===== config.mk =====
export PLATFORM = sky130hd
export DESIGN_NAME = mem_arbiter
export DESIGN_NICKNAME = d
export VERILOG_FILES = /design/src/rtl/mem_arbiter.sv
export SDC_FILE = /design/constraint.sdc
export NUM_CORES = 1
export LEC_CHECK = 0
export ABC_CLOCK_PERIOD_IN_PS = 1580
export CAP_MARGIN = 20
export CORE_MARGIN = 2
export CORE_UTILIZATION = 25
export DETAILED_ROUTE_END_ITERATION = 16
export PLACE_DENSITY_LB_ADDON = 0.1
export RECOVER_POWER = 25
export SLEW_MARGIN = 40
export SYNTH_ARGS = -nofsm -noshare
export SYNTH_HDL_FRONTEND = slang
export SYNTH_SLANG_ARGS = --single-unit
export TNS_END_PERCENT = 30

===== constraint.sdc =====
create_clock -name clk -period 1.58 [get_ports clk]
set_input_delay 0.395 -clock clk [delete_from_list [all_inputs] [get_ports clk]]
set_output_delay 0.395 -clock clk [all_outputs]
set_load 0.02 [all_outputs]

===== src/rtl/mem_arbiter.sv =====
// -----------------------------------------------------------------------------
// mem_arbiter
//
// Shares one single-ported unified memory between the fetch stage (imem) and
// the memory-access stage (dmem). Dmem has priority, but after MAX_D_STREAK
// consecutive dmem grants taken while imem was waiting, imem wins the next
// contention. A fetch flush discards the response of an outstanding (or
// same-cycle-granted) fetch without disturbing the memory access itself.
//
// Ports:
//   clk, rst_n           clock, synchronous active-low reset
//   i_imem_req/addr      fetch request (held until o_imem_gnt)
//   o_imem_gnt           fetch accepted this cycle (combinational, IDLE only)
//   o_imem_rvalid/rdata  fetch response pulse and instruction word
//   i_imem_flush         discard outstanding / same-cycle-granted fetch data
//   i_dmem_req/addr/wen/wdata/mask   data request (held until o_dmem_gnt)
//   o_dmem_gnt           data request accepted this cycle
//   o_dmem_rvalid/rdata  load data valid or store complete pulse
//   o_mem_addr/ren/wen/wdata/mask    memory port, held stable while busy
//   i_mem_valid/rdata    memory completes the current access
// -----------------------------------------------------------------------------
module mem_arbiter #(
    parameter int unsigned MAX_D_STREAK = 4
) (
    input  logic        clk,
    input  logic        rst_n,
    input  logic        i_imem_req,
    input  logic [31:0] i_imem_addr,
    output logic        o_imem_gnt,
    output logic        o_imem_rvalid,
    output logic [31:0] o_imem_rdata,
    input  logic        i_imem_flush,
    input  logic        i_dmem_req,
    input  logic [31:0] i_dmem_addr,
    input  logic        i_dmem_wen,
    input  logic [31:0] i_dmem_wdata,
    input  logic [3:0]  i_dmem_mask,
    output logic        o_dmem_gnt,
    output logic        o_dmem_rvalid,
    output logic [31:0] o_dmem_rdata,
    output logic [31:0] o_mem_addr,
    output logic        o_mem_ren,
    output logic        o_mem_wen,
    output logic [31:0] o_mem_wdata,
    output logic [3:0]  o_mem_mask,
    input  logic        i_mem_valid,
    input  logic [31:0] i_mem_rdata
);

    typedef enum logic [1:0] {
        ST_IDLE   = 2'd0,
        ST_BUSY_I = 2'd1,
        ST_BUSY_D = 2'd2
    } state_t;

    localparam logic [3:0] STREAK_MAX = 4'(MAX_D_STREAK);

    state_t      r_state;
    state_t      w_next_state;
    logic [3:0]  r_streak;
    logic        r_flush_pend;
    logic [31:0] r_addr;
    logic [31:0] r_wdata;
    logic [3:0]  r_mask;
    logic        r_wen;
    logic        w_pick_i;
    logic        w_pick_d;
    logic        w_unused;

    // Byte-offset bits are dropped: the memory is word-addressed.
    assign w_unused = ^{i_imem_addr[1:0], i_dmem_addr[1:0]};

    // Arbitration: grants only in IDLE and never while reset is asserted, so
    // a request seen during reset cannot produce a grant pulse.
    always_comb begin
        w_pick_i = 1'b0;
        w_pick_d = 1'b0;
        if ((r_state == ST_IDLE) && rst_n) begin
            if (i_imem_req && i_dmem_req) begin
                if (r_streak == STREAK_MAX) begin
                    w_pick_i = 1'b1;
                end else begin
                    w_pick_d = 1'b1;
                end
            end else begin
                w_pick_i = i_imem_req;
                w_pick_d = i_dmem_req;
            end
        end else begin
            w_pick_i = 1'b0;
            w_pick_d = 1'b0;
        end
    end

    // State register.
    always_ff @(posedge clk) begin
        if (!rst_n) begin
            r_state <= ST_IDLE;
        end else begin
            r_state <= w_next_state;
        end
    end

    // Next-state logic: completion always returns to IDLE, which enforces one
    // idle cycle between consecutive accesses.
    always_comb begin
        w_next_state = r_state;
        case (r_state)
            ST_IDLE: begin
                if (w_pick_i) begin
                    w_next_state = ST_BUSY_I;
                end else if (w_pick_d) begin
                    w_next_state = ST_BUSY_D;
                end else begin
                    w_next_state = ST_IDLE;
                end
            end
            ST_BUSY_I, ST_BUSY_D: begin
                if (i_mem_valid) begin
                    w_next_state = ST_IDLE;
                end else begin
                    w_next_state = r_state;
                end
            end
            default: w_next_state = ST_IDLE;
        endcase
    end

    // Output logic: grants, completion pulses and memory enables.
    always_comb begin
        o_imem_gnt    = w_pick_i;
        o_dmem_gnt    = w_pick_d;
        o_imem_rvalid = 1'b0;
        o_dmem_rvalid = 1'b0;
        o_mem_ren     = 1'b0;
        o_mem_wen     = 1'b0;
        case (r_state)
            ST_BUSY_I: begin
                o_mem_ren = 1'b1;
                // A flush arriving in the completion cycle also discards it.
                if (i_mem_valid && rst_n) begin
                    o_imem_rvalid = ~r_flush_pend & ~i_imem_flush;
                end else begin
                    o_imem_rvalid = 1'b0;
                end
            end
            ST_BUSY_D: begin
                o_mem_ren     = ~r_wen;
                o_mem_wen     = r_wen;
                o_dmem_rvalid = i_mem_valid & rst_n;
            end
            default: begin
                o_mem_ren = 1'b0;
                o_mem_wen = 1'b0;
            end
        endcase
        o_imem_rdata = o_imem_rvalid ? i_mem_rdata : 32'h0000_0000;
        o_dmem_rdata = o_dmem_rvalid ? i_mem_rdata : 32'h0000_0000;
    end

    // Request latch: captured on the accepting edge, held through BUSY.
    always_ff @(posedge clk) begin
        if (!rst_n) begin
            r_addr  <= 32'h0000_0000;
            r_wdata <= 32'h0000_0000;
            r_mask  <= 4'b0000;
            r_wen   <= 1'b0;
        end else if (w_pick_i) begin
            r_addr  <= {i_imem_addr[31:2], 2'b00};
            r_wdata <= 32'h0000_0000;
            r_mask  <= 4'b1111;
            r_wen   <= 1'b0;
        end else if (w_pick_d) begin
            r_addr  <= {i_dmem_addr[31:2], 2'b00};
            r_wdata <= i_dmem_wdata;
            r_mask  <= i_dmem_mask;
            r_wen   <= i_dmem_wen;
        end else begin
            r_addr  <= r_addr;
            r_wdata <= r_wdata;
            r_mask  <= r_mask;
            r_wen   <= r_wen;
        end
    end

    // Dmem streak counter: counts dmem wins taken while imem was waiting.
    always_ff @(posedge clk) begin
        if (!rst_n) begin
            r_streak <= 4'd0;
        end else if (w_pick_d) begin
            if (!i_imem_req) begin
                r_streak <= 4'd0;
            end else if (r_streak >= STREAK_MAX) begin
                r_streak <= STREAK_MAX;
            end else begin
                r_streak <= r_streak + 4'd1;
            end
        end else if (w_pick_i) begin
            r_streak <= 4'd0;
        end else begin
            r_streak <= r_streak;
        end
    end

    // Flush-pending flag: marks the current fetch as stale until it completes.
    always_ff @(posedge clk) begin
        if (!rst_n) begin
            r_flush_pend <= 1'b0;
        end else begin
            case (r_state)
                ST_IDLE: r_flush_pend <= w_pick_i & i_imem_flush;
                ST_BUSY_I: begin
                    if (i_mem_valid) begin
                        r_flush_pend <= 1'b0;
                    end else if (i_imem_flush) begin
                        r_flush_pend <= 1'b1;
                    end else begin
                        r_flush_pend <= r_flush_pend;
                    end
                end
                default: r_flush_pend <= 1'b0;
            endcase
        end
    end

    assign o_mem_addr  = r_addr;
    assign o_mem_wdata = r_wdata;
    assign o_mem_mask  = r_mask;

endmodule


Yosys cells after proc, flatten, opt, wreduce, memory -nomap -nowiden. Index checks and enable logic that the tools add are counted.

Word-level logic and storage cells: 56. Latch bits: 0. Output and inout port bits: 138. Register bits after elaboration: 74. Input port bits: 139. Memory bits (read-only): 0. Memories kept: 0. Memory bits (writable): 0.

Add/sub/neg operators: 1. Shifts and indexed selects: 0. Mux-type cells: 28. Multiply operators: 0. Bitwise logic cells: 7. Reduce and logical (&&, ||, !) cells: 7. $lt $le $gt $ge: 1. Equal/unequal tests: 5. Div/mod/pow operators: 0.

Operator list (number): 32-bit two-way mux (4); 4-bit two-way mux (6); 1-bit two-way mux (12); 2-bit two-way mux (3); 4-bit by 1-bit adder with 4-bit output, second input constant (1); 4-bit by 3-bit equality test with 1-bit output, second input constant (1); 4-bit by 3-bit >= comparator with 1-bit output, second input constant (1); 1-bit NOT (4); 1-bit case mux with 2 select lines (2); 2-bit case mux with 2 select lines (1); 2-bit OR reduction (2); 1-bit bitwise AND (3); 1-bit logical AND (3); 3-bit inequality test, second input constant (1); 2-bit by 1-bit equality test with 1-bit output, second input constant (1); 2-bit equality test, second input constant (1); 2-bit logical NOT (1); 2-bit inequality test, second input constant (1); 2-bit nonzero test (1).

Longest topological paths before layout. Gate-level depths: netlist (run 1).

Depth in word-level cells: 7. Gate-level depth with buffers: 7. Depth with buffers taken out: 5.

Least setup slack after synthesis (run 1). OpenSTA, ideal clock, no wires.

Kind: input to output. Start: input rst_n. End: output o_imem_rdata[22]. Required time: 1.185 ns. Stages: 4. Buffers on the path: 2. Arrival: 1.445 ns. Slack: -0.260 ns. Cell sequence: buf_2 > and4_1 > clkbuf_1 > and2_1.

Cells in the longest elaborated chain, start to end: 4.

Ends and longest elaborated chain: from (decl) (RTL line 26) `input logic rst_n,`; 1-bit logical AND (RTL line 141) `if (i_mem_valid && rst_n) begin`; 1-bit two-way mux (RTL line 141); 1-bit two-way mux (RTL line 137) `case (r_state)`; named net o_imem_rvalid (RTL line 30) `output logic o_imem_rvalid,`; 32-bit two-way mux (RTL line 157) `o_imem_rdata = o_imem_rvalid ? i_mem_rdata : 32'h0000_0000;`; to (decl) (RTL line 31) `output logic [31:0] o_imem_rdata,`.

The timed path passes the listed nets, and every way through them passes these cells.

Worst setup path in the final report (run 1).
Start: register r_state[1]. End: output o_imem_rdata[11].

Cells in the longest elaborated chain, start to end: 3.

Ends and longest elaborated chain: from (decl) (RTL line 58) `state_t r_state;`; from (signal assigned) (RTL line 100) `r_state <= w_next_state;`; 2-bit by 1-bit equality test with 1-bit output (RTL line 137); 1-bit two-way mux (RTL line 137); 32-bit two-way mux (RTL line 157).

Every way passes these cells.

==> summary.txt, run 1 <==
Final layout
  • Area growth, synth to finish: 111%
  • Final Util: 0.536
  • FF/Latch Area: around 1500 um^2
  • NumNets Final: between 800 and 900
  • Area of the multi-input gates: around 2200 um^2
  • Layout fillers: about 1300
  • Layout cells sized above 1: 0.338

Global route
  • Vias in the first global route: 4162
  • Global Route Usage Sum: 0.192
  • First-pass GRT wire length: about 24 mm
  • Largest net degree at the start of global routing: 36
  • Initial antenna violation count: 2
  • Gr ovfl total: 0

Min path
  • Hold WC Path Type: reg2reg
  • Hold path depth: 2
  • Hold EP: o_mem_wdata[28]$_SDFFE_PP0P_
  • Hold wc startpoint: o_mem_wdata[28]$_SDFFE_PP0P_

Logic synthesis
  • EDFF count, synth: 0
  • Synth top area share: 0.404
  • Count leader, synth: dfxtp_1
  • Yosys Warn Count: 0
  • Synth Instances: just under 400
  • Top_reg_cell synth: dfxtp_1
  • #FFs+latches synth: 74
  • Most instantiated cells after synthesis: dfxtp_1, and2_1, nand3_1
  • Seq/Total Area, Yosys: 0.404
  • Leading area contributor after synthesis: dfxtp_1
  • Syn_area_per_cell: approximately 9.3 um^2
  • Async SR Flop Fraction: 0
  • Netlist Area Pre-Place: 3670 um^2
  • Post-synth cell types: 37
  • Area contributors post-synth: dfxtp_1, and2_1, o221a_1

Clock network
  • CTS tree: yes
  • Clock transition at path regs: around 0.060 ns
  • # clock sinks: between 70 and 80
  • Num CTS Buffers: 9
  • CTS hold repair buffers: 0
  • Root buffer cell: clkbuf_16
  • Worst-skew pair later-pin latency: around 0.34 ns
  • CTS max path bufs: 2
  • H-tree depth: 3

Placement
  • DP Worst Slack: -0.969 ns
  • Final Wtd Congestion: around 0.80
  • Port Buffers: 270
  • DP Wirelength: roughly 11 mm

Drt
  • Router iterations before antenna repair: 4
  • Vias per cell: between 4 and 5
  • Routed Antenna Nets: 0
  • DR WL/cell: 18.8 um
  • Routed wire length: about 16 mm
  • Initial DRC Count: between 200 and 250
  • Via count: ~4300
  • DR DRC count: 0

Floorplan
  • Num ports: between 200 and 300
  • Site Rows: 44
  • Die Y: approximately 130 um
  • Initial Utilization: 0.254
  • Core area: about 14000 um^2
  • DIE AREA: ~16000 um^2
  • DIE WIDTH: 125 um

Timing
  • Max Clock Freq: approximately 470 MHz
  • Final setup violation count: 107
  • Hold WS: slightly below 0.5 ns
  • Max-slew violations: 0
  • Period utilization: 1.34
  • Final Hold Viols: 0
  • Final Skew: between 0.009 and 0.01 ns
  • Setup WS post-layout: -0.533 ns
  • RSZ-0062 raised after global routing: true
  • Crit path time final: between 2 and 2.5 ns

Pwr
  • Leakage: around 3.7 nW
  • Tot Pwr: 6.02 mW
  • Peak supply drop: ~0.43 mV
  • Pwr/cell area: roughly 780 nW/um^2

Setup path
  • FF-to-FF Start: r_state[1]$_SDFFE_PN0P_
  • Required time of the critical path: between 1 and 1.5 ns
  • Critical Path End Type: output pin
  • Critical path peak fanout: 5
  • Reg-to-Reg End: o_mem_addr[4]$_SDFFE_PN0P_
  • Crit Path Class: reg2out
  • Register-to-Register Path Depth: 9
  • Reg2reg setup slack: -0.07 ns
  • CP arrival: around 1.7 ns
  • Worst setup SP type: flop

Outcome
  • Failing checks: setup timing
  • Outcome: finished with violations

Job
  • Maximum capacitance violations: 0
final cells by class:
type	instances	area share
inverter	6	0.00324
clock buffer	12	0.0332
timing repair buffer	320	0.445
antenna	2	0.000648
sequential	74	0.192
multi-input combinational	273	0.286
tap	184	0.0298
clock inverter	4	0.00955
metrics by stage:
stage / setup TNS [ns] / cells / cell area (um^2)
floorplan: -2.27 / 396 / 3740
global placement: -86.95 / 842 / 6760
detailed placement: -89.96 / 842 / 6760
CTS: -46.72 / 864 / 7060
global route: -39.90 / 874 / 7720
finish: -30.97 / 875 / 7730
power breakdown:
part,internal [mW],leakage (nW),switching [mW]
combinational,0.873,2.94,0.754
clock,1.47,0.163,0.825
sequential,2.02,0.611,0.0758
total,4.37,3.71,1.65
worst max-delay path, cell delays in order (launching register included):
cell,delay (ns)
dfxtp_2,0.33
inv_2,0.05
ha_4,0.15
and4_4,0.19
buf_12,0.13
buf_16,0.12
buf_12,0.12
and2_4,0.15
buf_6,0.12
routing by layer:
layer	global-route usage	wire length (um)	vias to the layer above
li1	-	-	2050
met1	0.233	6590	2080
met2	0.339	8460	184
met3	0.0509	1120	17
met4	0.0471	255	0
met5	0	0	-
repair_timing:
action | CTS | global route
buffers inserted | 4 | 7
setup endpoints to repair | 206 | 206
cloned | 2 | 4
gates resized for setup | 364 | 242
pin swaps | 11 | 13
state kept, by name, indices dropped and copies added, names as in the netlist:
register      flops
o_mem_wdata      32
o_mem_addr       30
r_flush_pend      1
r_state           2
o_mem_mask        4
r_streak          4
r_wen             1
cells by family after synthesis:
family          Yosys count  synth area share
compound gates          143             0.303
simple gates            123             0.203
flops                    74             0.404
buf+inv                  49            0.0713
fa+ha+maj                 5            0.0171
other cells               1           0.00102
worst max path at each step:
| stage | start | endpoint | cells after the start |
|---|---|---|---|
| 2_1_floorplan | rst_n | o_imem_rdata[10] | 4 |
| 3_3_place_gp | rst_n | o_dmem_rdata[10] | 5 |
| 3_5_place_dp | i_imem_flush | o_imem_rdata[18] | 6 |
| 4_1_cts | r_state[1]$_SDFFE_PN0P_ | o_imem_rdata[19] | 7 |
| 5_1_grt | r_state[1]$_SDFFE_PN0P_ | o_imem_rdata[13] | 8 |
| 6_report | r_state[1]$_SDFFE_PN0P_ | o_imem_rdata[11] | 8 |
placed cells by master (no fill, tap or decap), types with 28 or more instances in the layout:
cell / netlist / routed
nand3_1: 36 / 34
buf_6: 3 / 77
o21a_1: 32 / 32
o21ai_0: 28 / 28
dfxtp_1: 74 / 72
o221a_1: 29 / 29
dlymetal6s2s_1: 0 / 50
clkdlybuf4s50_1: 0 / 130
and2_4: 0 / 65
a211oi_1: 33 / 31
Note: power is estimated with default switching activity, not from simulation.
==> run 2: changes to the inputs <==
CTS_CLUSTER_SIZE = 40   (was default)
GPL_TIMING_DRIVEN = 0   (was default)
==> run 2 against run 1 <==
  * First-iteration DRC count decreased by 4.3%
  * Sequential power about the same
  * Total power decreased by 0.36%
  * Largest power group unchanged
  * Combinational power about the same
  * The run still ends with setup timing left
  * Clock power about the same
  * Maximum frequency increased by 3.6%
  * Register-to-register slack about the same
  * Sequential cell count unchanged
  * Global-route usage increased by 1.2 points
  * Cell count increased by 1.4%
  * Die area unchanged
==> summary.txt, run 2 (synthesis results as in run 1) <==
Drt
  • DR WL/cell: about 19 um
  • Routed Antenna Nets: 0
  • Vias per cell: around 4.8
  • DR DRC count: 0
  • Via count: roughly 4300
  • Router iterations before antenna repair: 4
  • Routed wire length: ~16 mm
  • Initial DRC Count: ~200

Floorplan
  • Die Y: ~130 um
  • DIE WIDTH: ~130 um
  • Initial Utilization: 0.254
  • DIE AREA: roughly 16000 um^2
  • Num ports: between 200 and 300
  • Site Rows: between 40 and 50
  • Core area: 14400 um^2

Global route
  • Largest net degree at the start of global routing: 13
  • Gr ovfl total: 0
  • Initial antenna violation count: 1
  • Vias in the first global route: roughly 4300
  • Global Route Usage Sum: 0.204
  • First-pass GRT wire length: 25.4 mm

Min path
  • Hold path depth: 2
  • Hold wc startpoint: o_mem_wdata[0]$_SDFFE_PP0P_
  • Hold WC Path Type: reg2reg
  • Hold EP: o_mem_wdata[0]$_SDFFE_PP0P_

Clock network
  • CTS tree: yes
  • CTS hold repair buffers: 0
  • CTS max path bufs: 2
  • Worst-skew pair later-pin latency: between 0.3 and 0.4 ns
  • Clock transition at path regs: roughly 0.06 ns
  • H-tree depth: 3
  • Root buffer cell: clkbuf_16
  • # clock sinks: 74
  • Num CTS Buffers: 9

Setup path
  • Critical Path End Type: output pin
  • Worst setup SP type: flop
  • CP arrival: 1.64 ns
  • Reg2reg setup slack: -0.08 ns
  • FF-to-FF Start: r_state[1]$_SDFFE_PN0P_
  • Required time of the critical path: 1.18 ns
  • Reg-to-Reg End: o_mem_wdata[15]$_SDFFE_PP0P_
  • Crit Path Class: reg2out
  • Critical path peak fanout: 7
  • Register-to-Register Path Depth: 8

Outcome
  • Outcome: finished with violations
  • Failing checks: setup timing

Timing
  • Crit path time final: around 2.0 ns
  • Final Skew: slightly below 0.005 ns
  • RSZ-0062 raised after global routing: true
  • Setup WS post-layout: -0.460 ns
  • Slew @ Worst Pin: 0.567 ns
  • Final setup violation count: approximately 120
  • Max-slew violations: 0
  • Period utilization: 1.29
  • Rel. slew slack: 0.622
  • Final Hold Viols: 0
  • Max Clock Freq: just under 500 MHz

Final layout
  • Layout fillers: about 1300
  • Area of the multi-input gates: 2250 um^2
  • Diode count: 0
  • Final Non-Filler Cells: 887
  • Max reg flops: 32
  • Most frequent cells in the layout: clkdlybuf4s50_1, buf_6, dlygate4sd2_1, dfxtp_1, and2_4
  • FF/Latch Area: between 1000 and 1500 um^2
  • NumNets Final: 842
  • Layout cells sized above 1: 0.356
  • Commonest non-fill, non-tap cell in the layout: clkdlybuf4s50_1
  • Area growth, synth to finish: 109%

Placement
  • Port Buffers: roughly 270
  • Cells after DPL: ~850
  • Final Wtd Congestion: slightly above 0.8
  • DP Wirelength: roughly 12 mm
  • DP Worst Slack: -1.41 ns

Pwr
  • Leakage: ~3.3 nW
  • Peak supply drop: 0.430 mV
  • Tot Pwr: approximately 6 mW
  • Pwr/cell area: between 700 and 800 nW/um^2

Job
  • Maximum capacitance violations: 0
==> run 2: cell types whose count changed in the layout (fill, tap and decap cells not counted), sizes merged <==
| cell | delta |
|---|---|
| buf | +7 |
| clkbuf | -9 |
| diode | -2 |
| dlymetal6s2s | -50 |
| dlygate4sd2 | +67 |
| clkdlybuf4s50 | -1 |
==> run 2: area by class of cell <==
class,instances,share of cell area
inverter,6,0.00360
buffer,43,0.0510
clock inverter,4,0.00965
timing repair buffer,291,0.382
clock buffer,12,0.0335
tap,184,0.0301
multi-input combinational,273,0.295
sequential,74,0.195
==> run 2: stage by stage <==
step | area (um^2) | hold WS, ns | util | TNS (ns)
floorplan | 3740 | 0.460 | - | -2.27
global placement | 6670 | 0.473 | 0.462 | -107.26
detailed placement | 6670 | 0.475 | 0.462 | -109.96
CTS | 7520 | 0.488 | 0.521 | -31.15
global route | 7650 | 0.512 | 0.530 | -39.56
finish | 7650 | 0.487 | 0.530 | -30.82
==> run 2: worst max-delay path, stage by stage, from the launching register on <==
cell     delay (ns)
dfxtp_4        0.36
inv_4          0.08
ha_4           0.13
and4_4         0.34
buf_8          0.15
and2_4         0.14
buf_6          0.11
==> run 2: power breakdown <==
part / internal [mW] / switching [mW] / total (mW)
Combinational: 0.847 / 0.760 / 1.61
Sequential: 2.02 / 0.0815 / 2.11
Clock: 1.47 / 0.817 / 2.29
Total: 4.34 / 1.66 / 6.00
==> run 2: how the worst max path moves through the flow <==
stage | cells past startpoint | slack [ns] | to | start
after floorplan | 4 | -0.05 | o_imem_rdata[10] | rst_n
after detailed placement | 6 | -1.41 | o_imem_rdata[12] | i_imem_flush
after CTS | 6 | -0.47 | o_imem_rdata[12] | r_state[1]$_SDFFE_PN0P_
after global routing | 6 | -0.50 | o_imem_rdata[28] | r_state[1]$_SDFFE_PN0P_
final | 6 | -0.46 | o_imem_rdata[28] | r_state[1]$_SDFFE_PN0P_
after global placement | 6 | -1.37 | o_imem_rdata[12] | i_imem_flush
==> run 2: per-layer routing <==
layer	global-route usage	vias to the layer above	wire length [um]
li1	-	2068	-
met1	0.239	2001	6670
met2	0.364	171	8440
met3	0.0552	23	997
met4	0.0621	2	325
met5	0	-	17
==> run 2: repair_timing <==
| action | in CTS | in global routing |
|---|---|---|
| gates resized for setup | 616 | 43 |
| endpoints found under the setup margin | 197 | 131 |
| cloned | 6 | 0 |
| setup buffers | 14 | 2 |
| pin swaps | 60 | 7 |
